## src/rtl/pca_pkg.sv

```systemverilog
`default_nettype none
// +----------------------------------------------------------------------------+
// | pca_pkg: constants, FSM state type and helpers shared by the PCA blocks     |
// | Revision: 1.0                                                              |
// +----------------------------------------------------------------------------+
package pca_pkg;

  localparam int PCA_MATRIX_SIZE = 4;
  localparam int PCA_DATA_WIDTH  = 8;

  typedef enum logic [0:0] {
    COLLECT = 1'b0,
    RESULT  = 1'b1
  } dqe_state_t;

  function automatic int idx_width(input int n);
    return (n <= 2) ? 1 : $clog2(n);
  endfunction

endpackage
`default_nettype wire

```

## src/rtl/dqe_mag_compare.sv

```systemverilog
`default_nettype none
// +----------------------------------------------------------------------------+
// | dqe_mag_compare: |elem| as unsigned, plus strict compare against max_mag   |
// | Revision: 1.0                                                              |
// +----------------------------------------------------------------------------+
module dqe_mag_compare
  import pca_pkg::*;
#(
  parameter int DATA_WIDTH = PCA_DATA_WIDTH
) (
  input  logic signed [DATA_WIDTH-1:0] elem_i,
  input  logic        [DATA_WIDTH-1:0] max_mag_i,
  output logic        [DATA_WIDTH-1:0] mag_o,
  output logic                         gt_o
);

  logic [DATA_WIDTH-1:0] w_raw;

  // Unsigned negate: the most negative value maps onto 2^(W-1) without overflow.
  always_comb begin
    w_raw = elem_i;
    mag_o = w_raw[DATA_WIDTH-1] ? (~w_raw + DATA_WIDTH'(1)) : w_raw;
    gt_o  = (mag_o > max_mag_i);
  end

endmodule
`default_nettype wire

```

## src/rtl/data_query_engine_stream.sv

```systemverilog
`default_nettype none
// +----------------------------------------------------------------------------+
// | data_query_engine_stream: streaming pivot search over an NxN covariance    |
// | Revision: 1.0                                                              |
// +----------------------------------------------------------------------------+
module data_query_engine_stream
  import pca_pkg::*;
#(
  parameter  int MATRIX_SIZE = PCA_MATRIX_SIZE,
  parameter  int DATA_WIDTH  = PCA_DATA_WIDTH,
  localparam int IDX_W       = idx_width(MATRIX_SIZE)
) (
  input  logic                         clk,
  input  logic                         rst,
  input  logic                         flush,
  input  logic                         in_valid,
  output logic                         in_ready,
  input  logic signed [DATA_WIDTH-1:0] in_data,
  input  logic        [DATA_WIDTH-1:0] threshold,
  output logic                         out_valid,
  input  logic                         out_ready,
  output logic        [IDX_W-1:0]      p,
  output logic        [IDX_W-1:0]      q,
  output logic signed [DATA_WIDTH-1:0] c_pq,
  output logic signed [DATA_WIDTH-1:0] c_pp,
  output logic signed [DATA_WIDTH-1:0] c_qq,
  output logic                         converged
);

  localparam logic [IDX_W-1:0] LAST_IDX = IDX_W'(MATRIX_SIZE - 1);

  dqe_state_t                  state_q, state_d;
  logic        [IDX_W-1:0]     row_q, row_d, col_q, col_d;
  logic        [DATA_WIDTH-1:0] max_mag_q, max_mag_d;
  logic        [IDX_W-1:0]     best_p_q, best_p_d, best_q_q, best_q_d;
  logic signed [DATA_WIDTH-1:0] best_val_q, best_val_d;
  logic signed [DATA_WIDTH-1:0] diag_q [MATRIX_SIZE];
  logic signed [DATA_WIDTH-1:0] diag_d [MATRIX_SIZE];

  logic                         out_valid_q, out_valid_d;
  logic        [IDX_W-1:0]      p_q, p_d, q_q, q_d;
  logic signed [DATA_WIDTH-1:0] c_pq_q, c_pq_d, c_pp_q, c_pp_d, c_qq_q, c_qq_d;
  logic                         conv_q, conv_d;

  logic [DATA_WIDTH-1:0] w_mag;
  logic                  w_gt;
  logic                  w_clear;

  dqe_mag_compare #(
    .DATA_WIDTH (DATA_WIDTH)
  ) u_mag (
    .elem_i    (in_data),
    .max_mag_i (max_mag_q),
    .mag_o     (w_mag),
    .gt_o      (w_gt)
  );

  always_comb begin
    state_d     = state_q;
    row_d       = row_q;
    col_d       = col_q;
    max_mag_d   = max_mag_q;
    best_p_d    = best_p_q;
    best_q_d    = best_q_q;
    best_val_d  = best_val_q;
    diag_d      = diag_q;
    out_valid_d = out_valid_q;
    p_d         = p_q;
    q_d         = q_q;
    c_pq_d      = c_pq_q;
    c_pp_d      = c_pp_q;
    c_qq_d      = c_qq_q;
    conv_d      = conv_q;
    w_clear     = 1'b0;

    case (state_q)
      COLLECT: begin
        if (flush) begin
          w_clear = 1'b1;
        end else if (in_valid) begin
          if (row_q == col_q) begin
            diag_d[row_q] = in_data;
          end
          if ((col_q > row_q) && w_gt) begin
            max_mag_d  = w_mag;
            best_p_d   = row_q;
            best_q_d   = col_q;
            best_val_d = in_data;
          end
          if (col_q == LAST_IDX) begin
            col_d = '0;
            row_d = row_q + IDX_W'(1);
          end else begin
            col_d = col_q + IDX_W'(1);
          end
          // The final element is diagonal, so trackers are already settled;
          // reading diag_d picks up the (N-1,N-1) write in the same cycle.
          if ((row_q == LAST_IDX) && (col_q == LAST_IDX)) begin
            state_d     = RESULT;
            out_valid_d = 1'b1;
            p_d         = best_p_q;
            q_d         = best_q_q;
            c_pq_d      = best_val_q;
            c_pp_d      = diag_d[best_p_q];
            c_qq_d      = diag_d[best_q_q];
            conv_d      = (max_mag_q <= threshold);
            w_clear     = 1'b1;
          end
        end
      end
      RESULT: begin
        if (flush || out_ready) begin
          state_d     = COLLECT;
          out_valid_d = 1'b0;
          w_clear     = 1'b1;
        end
      end
      default: begin
        state_d = COLLECT;
        w_clear = 1'b1;
      end
    endcase

    if (w_clear) begin
      row_d      = '0;
      col_d      = '0;
      max_mag_d  = '0;
      best_p_d   = '0;
      best_q_d   = IDX_W'(1);
      best_val_d = '0;
    end
  end

  always_ff @(posedge clk or posedge rst) begin
    if (rst) begin
      state_q     <= COLLECT;
      row_q       <= '0;
      col_q       <= '0;
      max_mag_q   <= '0;
      best_p_q    <= '0;
      best_q_q    <= IDX_W'(1);
      best_val_q  <= '0;
      diag_q      <= '{default: '0};
      out_valid_q <= 1'b0;
      p_q         <= '0;
      q_q         <= '0;
      c_pq_q      <= '0;
      c_pp_q      <= '0;
      c_qq_q      <= '0;
      conv_q      <= 1'b0;
    end else begin
      state_q     <= state_d;
      row_q       <= row_d;
      col_q       <= col_d;
      max_mag_q   <= max_mag_d;
      best_p_q    <= best_p_d;
      best_q_q    <= best_q_d;
      best_val_q  <= best_val_d;
      diag_q      <= diag_d;
      out_valid_q <= out_valid_d;
      p_q         <= p_d;
      q_q         <= q_d;
      c_pq_q      <= c_pq_d;
      c_pp_q      <= c_pp_d;
      c_qq_q      <= c_qq_d;
      conv_q      <= conv_d;
    end
  end

  assign in_ready  = (state_q == COLLECT);
  assign out_valid = out_valid_q;
  assign p         = p_q;
  assign q         = q_q;
  assign c_pq      = c_pq_q;
  assign c_pp      = c_pp_q;
  assign c_qq      = c_qq_q;
  assign converged = conv_q;

endmodule
`default_nettype wire

```

## config.mk

```make
export PLATFORM = sky130hd
export DESIGN_NAME = data_query_engine_stream
export DESIGN_NICKNAME = d
export VERILOG_FILES = /design/src/rtl/pca_pkg.sv /design/src/rtl/dqe_mag_compare.sv /design/src/rtl/data_query_engine_stream.sv
export SDC_FILE = /design/constraint.sdc
export NUM_CORES = 1
export LEC_CHECK = 0
export BUFFER_PORTS_ARGS = -buffer_cell sky130_fd_sc_hd__buf_2
export CAP_MARGIN = 20
export CORE_MARGIN = 5
export CORE_UTILIZATION = 44
export CTS_BUF_LIST = sky130_fd_sc_hd__clkbuf_16
export DETAILED_ROUTE_END_ITERATION = 10
export GPL_ROUTABILITY_DRIVEN = 0
export GPL_TIMING_DRIVEN = 0
export PLACE_DENSITY = 0.65
export SYNTH_ARGS = -nofsm -noshare
export SYNTH_HDL_FRONTEND = slang
export SYNTH_SLANG_ARGS = --single-unit
```

## constraint.sdc

```tcl
create_clock -name clk -period 2.36 [get_ports clk]
set_input_delay 0.118 -clock clk [delete_from_list [all_inputs] [get_ports clk]]
set_output_delay 0.118 -clock clk [all_outputs]
set_load 0.01 [all_outputs]
```

## After elaboration in Yosys (flattened, before gate mapping)

Cells that the tools add are included.

- Bits in registers: 87
- Input bits: 21
- Output and inout bits: 31
- Word-level logic and storage cells: 113

- $add $sub $neg: 3
- $lt $le $gt $ge: 7
- Equal/unequal tests: 9
- Mux-type cells: 57
- Bitwise logic cells: 6
- Reductions and logical operators: 13

Operator list:

| operator | count |
|---|---|
| $mux 32 | 4 |
| $mux 8 | 16 |
| $mux 2 | 20 |
| $bmux 8 s2 | 2 |
| $bwmux 32 | 1 |
| $demux 8 s2 | 1 |
| $reduce_and 4->1 | 4 |
| $mux 1 | 10 |
| $ge 3x3->1 const B | 3 |
| $not 2->3 | 3 |
| $add 8x1->8 const B | 1 |
| $gt 8x8->1 | 1 |
| $le 8x8->1 | 1 |
| $ne 2x1->1 const B | 4 |
| $not 8->8 | 1 |
| $pmux 1 s2 | 3 |
| $reduce_and 3->1 | 2 |
| $reduce_bool 2->1 | 3 |
| $add 2x1->2 const B | 2 |
| $eq 2x2->1 const B | 2 |
| $ne 2x2->1 const B | 2 |
| $logic_and 1x1->1 | 3 |
| $lt 3x1->1 const B | 1 |
| $eq 2x2->1 | 1 |
| 3 further kinds | 4 |

## Logic depth before layout (Yosys ltp)

Gate-level depths: netlist of the first run.

- Depth after elaboration: 13
- Gate-level depth with buffers: 12
- Depth with buffers taken out: 11

## By module

A second synthesis of the first run with hierarchy kept.

- Cells, all modules: 463
- Area, all modules: 4,773.3 um2

By module, submodules not included:

| module | instances | cells an instance | area an instance (um2) | sequential area each (um2) |
|---|---|---|---|---|
| data_query_engine_stream | 1 | 415 | 4,428.0 | 2,178.3 |
| dqe_mag_compare | 1 | 48 | 345.3 | 0.0 |

## Worst setup path before layout of the first run

Ideal clock, no wire load.

- Kind: input -> register
- From: input in_data[1]
- To: register best_q_q[1]
- Library setup time: 0.122 ns
- Arrival time: 2.431 ns
- Required time: 2.238 ns
- Slack: -0.192 ns
- Stages: 10
- Path buffers: 2
- Path through: or3_1 -> or3_1 -> nor4b_2 -> ha_1 -> a21oi_1 -> o21ai_0 -> or2_1 -> buf_2 -> buf_2 -> a32o_1

- Longest elaborated chain between the ends: 7

Ends and longest elaborated chain:

| what | RTL line | source |
|---|---|---|
| start, declared | data_query_engine_stream.sv:18 | `input logic signed [DATA_WIDTH-1:0] in_data,` |
| $not 8->8 | dqe_mag_compare.sv:22 | `mag_o = w_raw[DATA_WIDTH-1] ? (~w_raw + DATA_WIDTH'(1)) : w_raw;` |
| $add 8x1->8 | dqe_mag_compare.sv:22 |  |
| $mux 8 (*) | dqe_mag_compare.sv:22 |  |
| $gt 8x8->1 (*) | dqe_mag_compare.sv:23 | `gt_o = (mag_o > max_mag_i);` |
| $logic_and 1x1->1 (*) | data_query_engine_stream.sv:84 | `if ((col_q > row_q) && w_gt) begin` |
| $reduce_bool 2->1 (no source line) (*) | -- |  |
| $reduce_and 4->1 (no source line) (*) | -- |  |
| end signal, assigned | data_query_engine_stream.sv:157 | `best_q_q <= best_q_d;` |
| end, declared | data_query_engine_stream.sv:35 | `logic [IDX_W-1:0] best_p_q, best_p_d, best_q_q, best_q_d;` |

Mark *: on every way between the ends. The rest lies on a longest branch, timed or not.
A chain may end at the register's enable or synchronous reset.

## Final worst setup path of the first run

- From: input in_data[1]
- To: register max_mag_q[5]

- Longest elaborated chain between the ends: 8
- Elaborated cells between the ends (all ways): 12
- Classes of those cells: 1 x add/sub; 1 x order compare; 6 x mux; 1 x bitwise; 3 x reduce/logical

Ends and longest elaborated chain:

| what | RTL line | source |
|---|---|---|
| $not 8->8 | dqe_mag_compare.sv:22 |  |
| $add 8x1->8 | dqe_mag_compare.sv:22 |  |
| $mux 8 (*) | dqe_mag_compare.sv:22 |  |
| parallel branches: the longest is 5 deep, another holds $gt 8x8->1 | -- |  |
| end signal, assigned | data_query_engine_stream.sv:155 | `max_mag_q <= max_mag_d;` |
| end, declared | data_query_engine_stream.sv:34 | `logic [DATA_WIDTH-1:0] max_mag_q, max_mag_d;` |

Every way passes the cells marked *. The select of a mux whose other input is x is not followed.

==> results of run 1 <==
-- stage by stage --
stage / setup slack, ns / cell area, um2
after floorplan: -0.0848 / 4830
after global routing: -0.0267 / 5830
final: 0.0253 / 5830
after global placement: -0.998 / 5250
after detailed placement: -0.535 / 5280
after CTS: 0.0210 / 5700
-- cell usage in the layout, fill, tap and decap left out, types with 3 or more instances in the layout --
cell type	instances
a211o_1	8
a21oi_1	20
a21oi_2	5
a32o_1	19
buf_1	4
buf_2	50
buf_4	10
buf_6	9
clkbuf_1	10
clkbuf_16	9
dfrtp_1	85
ha_1	23
inv_1	20
mux2_2	25
mux2i_1	25
mux4_2	8
nand2_1	52
nand2_2	5
nand3_1	4
nand4_1	4
nor2_1	36
nor2b_1	3
nor3_1	9
nor4_1	7
o21ai_0	15
o32ai_1	15
xnor2_1	4
-- power breakdown --
group          switching [mW]  internal (mW)
Combinational           0.789          0.857
Sequential              0.245           1.79
Clock                   0.613          0.821
-- cell families (layout without fill, tap and decap cells) --
group	count (synthesis)	count (layout)	synth area share, %
AND/OR/NAND/NOR	137	137	13.1
AO/OA/AOI/OAI	95	95	14.8
flip-flops	86	86	44.9
multiplexers	59	59	15.1
buffers and inverters	53	130	4.95
adder cells (fa/ha/maj)	24	24	6.25
XOR/XNOR	5	5	0.912
-- how the worst max path moves through the flow --
stage / depth (start not counted) / endpoint
2_1_floorplan: 10 / best_q_q[1]
3_3_place_gp: 2 / c_pq[3]
3_5_place_dp: 10 / max_mag_q[5]
4_1_cts: 11 / max_mag_q[5]
5_1_grt: 11 / max_mag_q[6]
6_report: 11 / max_mag_q[5]
-- metal layers --
metal | track usage (%) | up-vias | share of wire [%]
li1 | - | 1835 | -
met1 | 27.0 | 1960 | 43
met2 | 32.8 | 135 | 46
met3 | 5.02 | 40 | 6.5
met4 | 10.3 | 0 | 4.3
met5 | 0 | - | 0
-- area by class of cell --
class / count / area [um2]
inverter: 23 / 91.3
multi-input combinational: 320 / 2520
timing repair buffer: 64 / 422
buffer: 28 / 178
sequential: 86 / 2150
fill: 986 / 4910
clock inverter: 6 / 71.3
clock buffer: 9 / 225
tap: 140 / 175
-- timing repair --
action                                 CTS  global route
endpoints found under the hold margin   22             0
hold buffers                             2             0
pin swaps                                5             3
resized for setup                       19            21
gates cloned                             1             0
setup endpoints to repair               33            61
setup buffers                            4             7
-- worst register-to-register path, delay by kind of cell (launching register included) --
kind,cells,cell delay [ns]
buffers and inverters,3,0.53
AOI/OAI and AO/OA,2,0.51
and+or+nand+nor,3,0.49
DFF,1,0.40
adders and majority gates,1,0.25
-- state kept, by name (all words and copies together), names as in the netlist, 7 cells and up --
signal      cells
c_pq            8
max_mag_q       8
best_val_q      7
c_qq            8
c_pp            8
diag_q         32
==> summary.md, run 1 <==
| Metric | Value |
|---|---|
| Initial antenna violation count | `0` |
| Initial Utilization | `between 40 and 50%` |
| Number of flops mapped to enable cells by yosys | `0` |
| Clock slew at reported path FFs | `0.07 ns` |
| Area share of the largest cell type after synthesis | `~44%` |
| Critical path arrival | `approximately 2.6 ns` |
| Chip width | `114 um` |
| Top-count cell post-synth | `dfrtp_1` |
| R2r endpoint | `c_pp[2]` |
| Post-DP HPWL | `9010 um` |
| Clock skew | `roughly 0.0094 ns` |
| Final nets | `about 580` |
| Largest net degree at the start of global routing | `65` |
| Placed Instances | `649` |
| RSZ-0062 raised after global routing | `true` |
| Sequential fraction of the synthesis area | `roughly 45%` |
| Die height | `about 110 um` |
| DRT Pass-1 Iters | `5` |
| WHS | `around 0.033 ns` |
| DIE AREA | `0.0131 mm2` |
| Slew @ Worst Pin | `around 0.90 ns` |
| Pwr per Cell Area | `between 800 and 900 mW/mm2` |
| Slew margin rel. | `between 30% and 40%` |
| Crit-path most repeated cell | `or3_4` |
| Clock tree buffer depth | `2` |
| Synthesized area | `0.00480 mm2` |
| Crit path launch type | `input port` |
| Rows | `38` |
| CTS tree | `built` |
| Worst Path Buf+Inv | `2` |
| H-tree levels | `3` |
| # setup viols final | `0` |
| Warnings, synthesis | `0` |
| Crit-path cells | `buf_8 > or3_4 > or3_4 > nor4b_4 > ha_1 > nand4_1 > o221ai_2 > a21oi_2 > o31ai_4 > buf_6 > a32o_1` |
| Setup TNS | `0 ns` |
| Synth area leaders | `dfrtp_1, ha_1, mux2_2` |
| Netlist cell types | `47` |
| GRT Overall Usage | `a little over a fifth` |
| Num ports | `52` |
| Clock sink count | `86` |
| Final hold viol count | `0` |
| Crit path max-delay cell type | `or3_4` |
| Routed WL | `approximately 13000 um` |
| P_leak | `approximately 2.9 nW` |
| Hold Path Cell Cnt | `2` |
| Post-synth ARST share | `100%` |
| Critical Path RT | `roughly 2.6 ns` |
| WL per Instance | `roughly 20 um` |
| Max-cap violations | `0` |
| Hold Crit Start | `in_data[1]` |
| Final antenna-violating net count | `0` |
| Critical path type | `input port to flip-flop` |
| Total power | `about 5.1 mW` |
| Total CTS buffers | `9` |
| CP top delay family | `simple AND/OR/NAND/NOR gates` |
| Vias per cell | `around 5.9` |
| R2r worst-path depth | `9` |
| Vias in the first global route | `4137` |
| Via count | `3970` |
| Status | `completed` |
| Syn_nets | `~500` |
| Worst hold endpoint | `best_val_q[1]` |
| Synth Flop Type | `dfrtp_1` |
| Critical Path Source | `in_data[1]` |
| Mean Syn Cell Area | `between 10 and 15 um2` |
| Synth-to-layout area growth | `21.5%` |
| Fin crit share | `between 90% and 100%` |
| Clk_lat worst skew | `around 0.35 ns` |
| IO buf count | `between 40 and 50` |
| Cell Count, Final, Fillers Out | `676` |
| Yosys reg bits | `86` |
| Fin util | `between 50% and 60%` |
| Fmax | `approximately 430 MHz` |
| Iteration-0 DRC Markers | `roughly 330` |
| Post-layout min period | `roughly 2.3 ns` |
| Grt ovf | `0` |
| Slowest stage delay, CP | `around 0.38 ns` |
| Root Buffer | `clkbuf_16` |
| Syn Inst Count | `~460` |
| Layout cells sized above 1 | `28.9%` |
| Worst hold path type | `input port to flip-flop` |
| Setup crit end kind | `flip-flop` |
| First-pass GRT wire length | `between 20000 and 25000 um` |
| Max VDD drop | `around 0.39 mV` |
| DRC Markers | `0` |
| R2R Path Start | `row_q[1]` |
| Post-synth top cells | `dfrtp_1, nand2_1, nor2_1` |
| Max Slew Vio Count | `0` |
| R2R Setup Slk | `roughly 0.090 ns` |
| Core Region | `0.0107 mm2` |
| CP max FO | `7` |
| Number of diodes | `0` |
| Area leader, netlist | `dfrtp_1` |
Power figures use the tool's default switching activity.
==> inputs of run 2 (changes only) <==
- PLACE_DENSITY: 0.65 -> not set
- clock period: 2.36 -> 2.3 ns (I/O delays scaled with it)
==> run 2 against run 1 <==
  * The flow now finishes with violations (negative setup slack)
  * Setup slack worse by 0.065 ns
  * Clock power down 4%
  * Sequential share of layout area down 0.087 points
  * Via count down 1.3%
  * Routed wire length up 0.78%
  * Critical path type unchanged
  * Largest cell class unchanged
  * Largest power group unchanged
==> summary.md, run 2 (same netlist as run 1, synthesis figures left out) <==
| Metric | Value |
|---|---|
| Final nets | `between 500 and 600` |
| Setup WS pre-CTS | `-0.615 ns` |
| R2r worst-path depth | `9` |
| Setup TNS | `-0.432 ns` |
| Clk_lat worst skew | `0.35 ns` |
| Die height | `114 um` |
| P_leak | `~2.9 nW` |
| Max-cap violations | `0` |
| Chip width | `roughly 110 um` |
| Pwr per Cell Area | `between 800 and 900 mW/mm2` |
| # setup viols final | `18` |
| Most frequent cells in the layout | `dfrtp_1, nand2_1, buf_2` |
| DRT Pass-1 Iters | `5` |
| Multi-input gate area | `around 0.0026 mm2` |
| Slew @ Worst Pin | `0.809 ns` |
| Final hold viol count | `0` |
| Root Buffer | `clkbuf_16` |
| H-tree levels | `3` |
| CTS tree | `built` |
| Crit-path most repeated cell | `or3_4` |
| Clock slew at reported path FFs | `0.07 ns` |
| Max reg flops | `32` |
| WL per Instance | `~20 um` |
| Worst Path Buf+Inv | `2` |
| Area after DPL | `around 0.0053 mm2` |
| Clock skew | `0.00816 ns` |
| Fmax | `427 MHz` |
| Post-DP HPWL | `9190 um` |
| Post-layout min period | `~2.3 ns` |
| RSZ-0062 raised after global routing | `true` |
| Rows | `38` |
| Largest net degree at the start of global routing | `36` |
| Total power | `5.17 mW` |
| Number of diodes | `0` |
| Cell Count, Final, Fillers Out | `675` |
| Critical path arrival | `2.58 ns` |
| Fin util | `a little over half` |
| CP top delay family | `simple AND/OR/NAND/NOR gates` |
| Worst hold path type | `input port to flip-flop` |
| Hold Path Cell Cnt | `2` |
| Crit-path cells | `buf_8 > or3_4 > or3_4 > nor4b_4 > ha_1 > nand4_1 > o221ai_2 > a21oi_2 > o31ai_4 > buf_4 > a32o_1` |
| First-pass GRT wire length | `21300 um` |
| Grt ovf | `0` |
| Core Region | `roughly 0.011 mm2` |
| Slowest stage delay, CP | `0.38 ns` |
| Crit path launch type | `input port` |
| Largest register by flop count | `diag_q` |
| Setup WS post-layout | `-0.0401 ns` |
| Register Area | `between 0.002 and 0.0025 mm2` |
| DIE AREA | `around 0.013 mm2` |
| Layout cells sized above 1 | `between 20% and 30%` |
| Slew margin rel. | `between 40% and 50%` |
| Commonest non-fill, non-tap cell in the layout | `dfrtp_1` |
| Iteration-0 DRC Markers | `roughly 280` |
| GRT Overall Usage | `a little over a fifth` |
| Setup crit end kind | `flip-flop` |
| Max VDD drop | `0.380 mV` |
| Fill count | `between 900 and 1000` |
| Placed Instances | `650` |
| Crit path max-delay cell type | `or3_4` |
| CP max FO | `5` |
| Final antenna-violating net count | `0` |
| Max Slew Vio Count | `0` |
| Total CTS buffers | `9` |
| Final instance area | `between 0.005 and 0.006 mm2` |
| DRC Markers | `0` |
| Routed WL | `13200 um` |
| Critical path type | `input port to flip-flop` |
| Status | `finished with violations` |
| IO buf count | `slightly below 50` |
| Critical Path RT | `approximately 2.5 ns` |
| Crit path depth | `11` |
| Failing checks | `negative setup slack` |
| Num ports | `52` |
| Vias per cell | `5.81` |
| Clock tree buffer depth | `2` |
| Initial Utilization | `approximately 45%` |
| Vias in the first global route | `3955` |
| Synth-to-layout area growth | `21.8%` |
| Fin crit share | `102%` |
| Clock sink count | `between 80 and 90` |
| Via count | `3920` |
| WHS | `between 0.05 and 0.06 ns` |
| Initial antenna violation count | `0` |
run 2: changes by cell type in the layout (fill, tap and decap cells not counted), moves of 2 or more:
cell and delta:
nor4_1 -2, nand2_4 +2, nor4_2 +2, nand2_2 -2, nand3_1 -2, nand3_2 +2
run 2: worst reg2reg max path, cell delays in order, from the launching register on:
cell and delay [ns]:
dfrtp_1 0.38, inv_1 0.14, ha_1 0.25, buf_2 0.18
and3_1 0.17, buf_6 0.15, buf_12 0.15, mux2i_1 0.12
mux4_2 0.48, a21oi_2 0.14
run 2: repair_timing:
item	CTS	global route
buffers inserted	7	2
hold buffers	2	0
hold endpoints to repair	22	0
pin swaps	8	2
setup endpoints to repair	45	64
cloned	1	0
gates resized for setup	27	20
run 2: layout make-up:
type,count,area share [%]
plain buffers,27,2.93
clock buffers,9,3.85
clock inverters,7,0.856
inverters,23,1.58
multi-input cells,320,43.9
flip-flops and latches,86,36.8
well taps,140,3.00
repair buffers,63,7.08
run 2: path summary, 6_finish.rpt:
| check | start | slack [ns] | to |
|---|---|---|---|
| max reg2reg | row_q[1] | 0.08 | c_qq[2] |
| min reg2reg | p[1] | 0.47 | p[1] |
| max in group asynchronous | rst | 1.18 | c_pq[2] |
| min in group asynchronous | rst | 0.35 | c_qq[6] |
| max | in_data[1] | -0.04 | best_val_q[3] |
| min | in_data[0] | 0.06 | max_mag_q[0] |
run 2: routing by layer:
layer | up-vias | share of wire [%] | track usage (%)
met4 | 0 | 3.4 | 10.9
met3 | 27 | 5.6 | 3.70
met5 | - | 0 | 0
li1 | 1826 | - | -
met2 | 133 | 47 | 33.1
met1 | 1934 | 44 | 28.8
run 2: where the power goes:
group	total [mW]	switching, mW	internal, mW
clock network	1.37	0.634	0.733
logic	1.72	0.822	0.896
registers	2.09	0.250	1.84
